--- src/rtl/sigma_delta_adc_pkg.sv ---
// sigma_delta_adc_pkg: shared audio-path constants and the sample saturation helper
package sigma_delta_adc_pkg;
  localparam int SAMPLE_W = 8;
  localparam logic [SAMPLE_W-1:0] MIDSCALE = 8'h80;
  // Only a full window of ones reaches 256; clamp it to full scale, keep the rest as-is
  function automatic logic [SAMPLE_W-1:0] sat_sample(input logic [SAMPLE_W:0] v);
    return v[SAMPLE_W] ? '1 : v[SAMPLE_W-1:0];
  endfunction
endpackage

--- src/rtl/sigma_delta_adc_sync2.sv ---
// sync2: generic two-flop synchronizer with synchronous active-low reset
module sync2 #(
  parameter int W = 1
) (
  input  logic         clk_i,
  input  logic         rst_ni,
  input  logic [W-1:0] d_i,
  output logic [W-1:0] q_o
);
  logic [W-1:0] s1_q, s2_q;
  // Two-stage metastability filter
  always_ff @(posedge clk_i) begin
    if (!rst_ni) begin
      s1_q <= '0;
      s2_q <= '0;
    end else begin
      s1_q <= d_i;
      s2_q <= s1_q;
    end
  end
  assign q_o = s2_q;
endmodule

--- src/rtl/sigma_delta_adc.sv ---
// sigma_delta_adc: first-order sigma-delta loop closure, boxcar decimator and hysteresis ear bit
module sigma_delta_adc
  import sigma_delta_adc_pkg::*;
#(
  parameter int                  DECIM_LOG2 = 8,
  parameter logic [SAMPLE_W-1:0] HYST_HI    = 8'h90,
  parameter logic [SAMPLE_W-1:0] HYST_LO    = 8'h70
) (
  input  logic                clkadc,
  input  logic                reset_n,
  input  logic                cmp_in,
  output logic                fb_out,
  output logic [SAMPLE_W-1:0] sample,
  output logic                sample_valid,
  output logic                ear
);
  localparam int SH = DECIM_LOG2 - 8;
  localparam logic [DECIM_LOG2-1:0] WIN_LAST = '1;
  logic                  cmp_s;
  logic                  fb_q;
  logic [DECIM_LOG2-1:0] win_q, win_d;
  logic [DECIM_LOG2:0]   acc_q, acc_d, total;
  logic [SAMPLE_W:0]     scaled;
  logic [SAMPLE_W-1:0]   sample_q, sample_d;
  logic                  valid_q, valid_d, ear_q, ear_d, last;
  sync2 #(.W(1)) u_sync (
    .clk_i  (clkadc),
    .rst_ni (reset_n),
    .d_i    (cmp_in),
    .q_o    (cmp_s)
  );
  // Window counting, accumulate-and-dump, scaling and hysteresis decision
  always_comb begin
    last     = win_q == WIN_LAST;
    total    = acc_q + (DECIM_LOG2+1)'(fb_q);
    scaled   = (SAMPLE_W+1)'(total >> SH);
    win_d    = win_q + DECIM_LOG2'(1);
    acc_d    = last ? '0 : total;
    valid_d  = last;
    sample_d = last ? sat_sample(scaled) : sample_q;
    ear_d    = !last ? ear_q : sample_d >= HYST_HI ? 1'b1 : sample_d <= HYST_LO ? 1'b0 : ear_q;
  end
  // Loop feedback register plus decimator state; reset drops any partial window
  always_ff @(posedge clkadc) begin
    if (!reset_n) begin
      fb_q     <= 1'b0;
      win_q    <= '0;
      acc_q    <= '0;
      sample_q <= MIDSCALE;
      valid_q  <= 1'b0;
      ear_q    <= 1'b0;
    end else begin
      fb_q     <= cmp_s;
      win_q    <= win_d;
      acc_q    <= acc_d;
      sample_q <= sample_d;
      valid_q  <= valid_d;
      ear_q    <= ear_d;
    end
  end
  assign fb_out       = fb_q;
  assign sample       = sample_q;
  assign sample_valid = valid_q;
  assign ear          = ear_q;
endmodule

--- config.mk ---
export PLATFORM = sky130hd
export DESIGN_NAME = sigma_delta_adc
export DESIGN_NICKNAME = d
export VERILOG_FILES = /design/src/rtl/sigma_delta_adc_pkg.sv /design/src/rtl/sigma_delta_adc_sync2.sv /design/src/rtl/sigma_delta_adc.sv
export SDC_FILE = /design/constraint.sdc
export NUM_CORES = 1
export LEC_CHECK = 0
export ABC_AREA = 1
export BUFFER_PORTS_ARGS = -buffer_cell sky130_fd_sc_hd__buf_2
export CORE_MARGIN = 5
export CORE_UTILIZATION = 52
export DETAILED_ROUTE_END_ITERATION = 8
export PLACE_DENSITY = 0.79
export RECOVER_POWER = 50
export SYNTH_ARGS = -nofsm -noshare
export SYNTH_HDL_FRONTEND = slang
export SYNTH_HIERARCHICAL = 1
export SYNTH_SLANG_ARGS = --single-unit
--- constraint.sdc ---
create_clock -name clkadc -period 2.02 [get_ports clkadc]
set_clock_uncertainty 0.05 [all_clocks]
set_input_delay 0.303 -clock clkadc [delete_from_list [all_inputs] [get_ports clkadc]]
set_output_delay 0.303 -clock clkadc [all_outputs]
set_load 0.01 [all_outputs]
==> run_results.csv <==
group,metric,value,unit
power,power.leakage,0.000687,uW
drt,drc,0,
clocking,cts-buffers-inserted,5,
drt,via_count,1124,
synth,synth.area.mux_share,0,%
worst_setup_path,critPathCaptureType,"register",
global_route,grt_pass1_wl,4.51,mm
synth,synth-simple-area-share,36.5,%
sta,worst_pin_slew,0.499,ns
cells_and_area,utilization,61.2,%
synth,synth.cell_area,1320,sq um
synth,ys_seq_elements,30,
place,numPortBuffers,13,
floorplan,die_height,60.4,microns
clocking,worstSkewPairLatency,0.33,ns
global_route,met2_usage,30.7,%
power,ir_drop,0.528,mV
min_path,hp-class,"in -> reg",
global_route,use_met1,16.5,%
sta,max_slew_margin,66.8,%
floorplan,dieArea,3640,sq um
drt,drtIter0Drc,56,
cells_and_area,fin_area,1500,sq um
cells_and_area,n_antenna_cell,0,
place,placed_cell_area,1410,sq um
cells_and_area,final_cell_mix,"nand2_1, dfxtp_1, nor2_1",
sta,min_period,1.86,ns
clocking,htree_levels,2,
place,hpwl,1.96,mm
global_route,grt_max_degree,13,
run_status,status,"completed",
global_route,grt_pass1_vias,1132,
floorplan,core_region_area,2450,sq um
cells_and_area,num-nets-final,202,
floorplan,fp.dieW,60.4,microns
floorplan,start_util,53.7,%
synth,syn-num-nets,183,
global_route,grt_use_met3,7.23,%
global_route,antenna_found_initial,0,
sta,setup_tns,0,ns
worst_setup_path,cp_max_fo,7,
cells_and_area,drive_above_1_share,18.8,%
sta,slew_viol_final,0,
drt,via_per_inst,4.95,
worst_setup_path,crit_type,"reg -> reg",
clocking,cts_buffer_depth,2,
synth,synthAdderAreaFrac,2.85,%
clocking,clk_pin_slew,0.09,ns
worst_setup_path,cp.arrival,2.02,ns
synth,synth_cell_type_count,25,
drt,routed_wl,2.53,mm
cells_and_area,layout_commonest_cell,"nand2_1",
place,globalplace.congestion,0.849,
floorplan,rows,18,
global_route,grt.overflow.total,0,
run,maxCapViolCount,0,
sta,max_freq,0.538,GHz
sta,setup_viol,0,
clocking,root_buffer,"clkbuf_4",
power,powerDensity,666,nW/um^2
sta,fin_crit_sh,92.0,%
global_route,top_usage_layer,"met2",
power,power,1000,uW
sta,hold_viol,0,
clocking,clock-sinks,30,
drt,drtAntennaViolNets,0,
drt,first_pass_iters,4,
synth,synth-warning-count,6,
worst_setup_path,crit_path_start_kind,"register",
synth,postSynthCellCount,177,
synth,synth_area_per_cell,7.45,sq um
worst_setup_path,cp.required,2.19,ns
synth,synth_xor_area_share,1.99,%
synth,yosysSeqAreaShare,45.5,%
synth,synth-compound-area-share,5.41,%
cells_and_area,synthToLayoutAreaGrowth,13.9,%
clocking,cts_tree,"yes",
floorplan,pin_count,14,
drt,wl_per_cell,11.1,microns
synth,synth_top_family_by_area,"simple AND/OR/NAND/NOR gates",
global_route,grt_util_all_layers,17.1,%
## logic make-up (layout without fill, tap and decap cells)
kind of cell / Yosys count / after routing
AND/OR/NAND/NOR: 101 / 101
flip-flops: 30 / 30
buffers and inverters: 27 / 47
AO/OA/AOI/OAI: 13 / 13
adder cells (fa/ha/maj): 3 / 3
XOR/XNOR: 3 / 3
## registers in the layout, summed over array words and instances (netlist names)
name,flops
acc_q,9
ear,1
fb_out,1
sample,8
sample_valid,1
u_sync/q_o,1
u_sync/s1_q,1
win_q,8
## what timing repair did
item	CTS	global route
endpoints found under the setup margin	0	1
resized for setup	0	8
buffers inserted	0	1
hold buffers	0	0
## metal layers
layer | vias to the layer above | wire (microns) | part of all wire, %
li1 | 586 | - | -
met1 | 513 | 998 | 39
met2 | 18 | 1360 | 54
met3 | 7 | 113 | 4.5
met4 | 0 | 57 | 2.3
met5 | - | 0 | 0
## cell usage after synthesis, drive strengths merged
cell type	count	area, sq um
o21ai	5	25.0
ha	3	37.5
inv	25	93.8
o21bai	1	7.51
nor2	27	119
and3	1	6.26
or2	1	6.26
a21oi	7	38.8
nand2	51	214
nor3	4	31.3
dfxtp	30	601
xor2	1	8.76
nand4	2	12.5
nand3	15	92.6
xnor2	2	17.5
clkbuf	2	7.51
## worst paths after layout
check | startpoint | to | slack [ns] | cells past startpoint
setup reg to reg | fb_out$_SDFF_PN0_ | ear$_SDFFE_PN0P_ | 0.16 | 15
setup / recovery | fb_out$_SDFF_PN0_ | ear$_SDFFE_PN0P_ | 0.16 | 15
hold / removal | cmp_in | u_sync/s1_q$_SDFF_PN0_ | 0.10 | 3
hold reg to reg | u_sync/q_o$_SDFF_PN0_ | fb_out$_SDFF_PN0_ | 0.35 | 2
## worst max-delay path: stages, from the launching register on
cell and delay (ns):
dfxtp_2 0.36, ha_4 0.15, ha_4 0.14, nand2_2 0.06
nor2_4 0.17, nand2_2 0.09, nand2_4 0.10, nand2_2 0.07
nor2_2 0.14, nand2_2 0.07, nand2_2 0.08, nor2_1 0.05
nand2_1 0.05, nand2_1 0.04, nand2_1 0.07, a21oi_2 0.05
## through the flow
step | worst slack (ns) | cells | hold slack, ns
CTS | 0.0317 | 226 | 0.0951
floorplan | 0.167 | 177 | 0.340
finish | 0.161 | 227 | 0.105
detailed placement | 0.0568 | 218 | 0.353
global route | -0.0304 | 227 | 0.121
global placement | 0.134 | 218 | 0.342
## power breakdown
| group | switching (uW) | leakage (uW) | internal (uW) |
|---|---|---|---|
| Sequential | 5.14 | 0.000244 | 600 |
| Combinational | 17.5 | 0.000408 | 8.76 |
| Clock | 200 | 0.0000353 | 168 |
| Total | 223 | 0.000687 | 777 |
## layout make-up
type	count	area [sq um]
clock buffer	7	55.1
clock inverter	1	5.00
fill	210	953
inverter	25	93.8
multi-input combinational	120	642
sequential	30	604
tap	30	37.5
timing repair buffer	14	63.8
No activity file was read; power rests on OpenSTA's default activity.
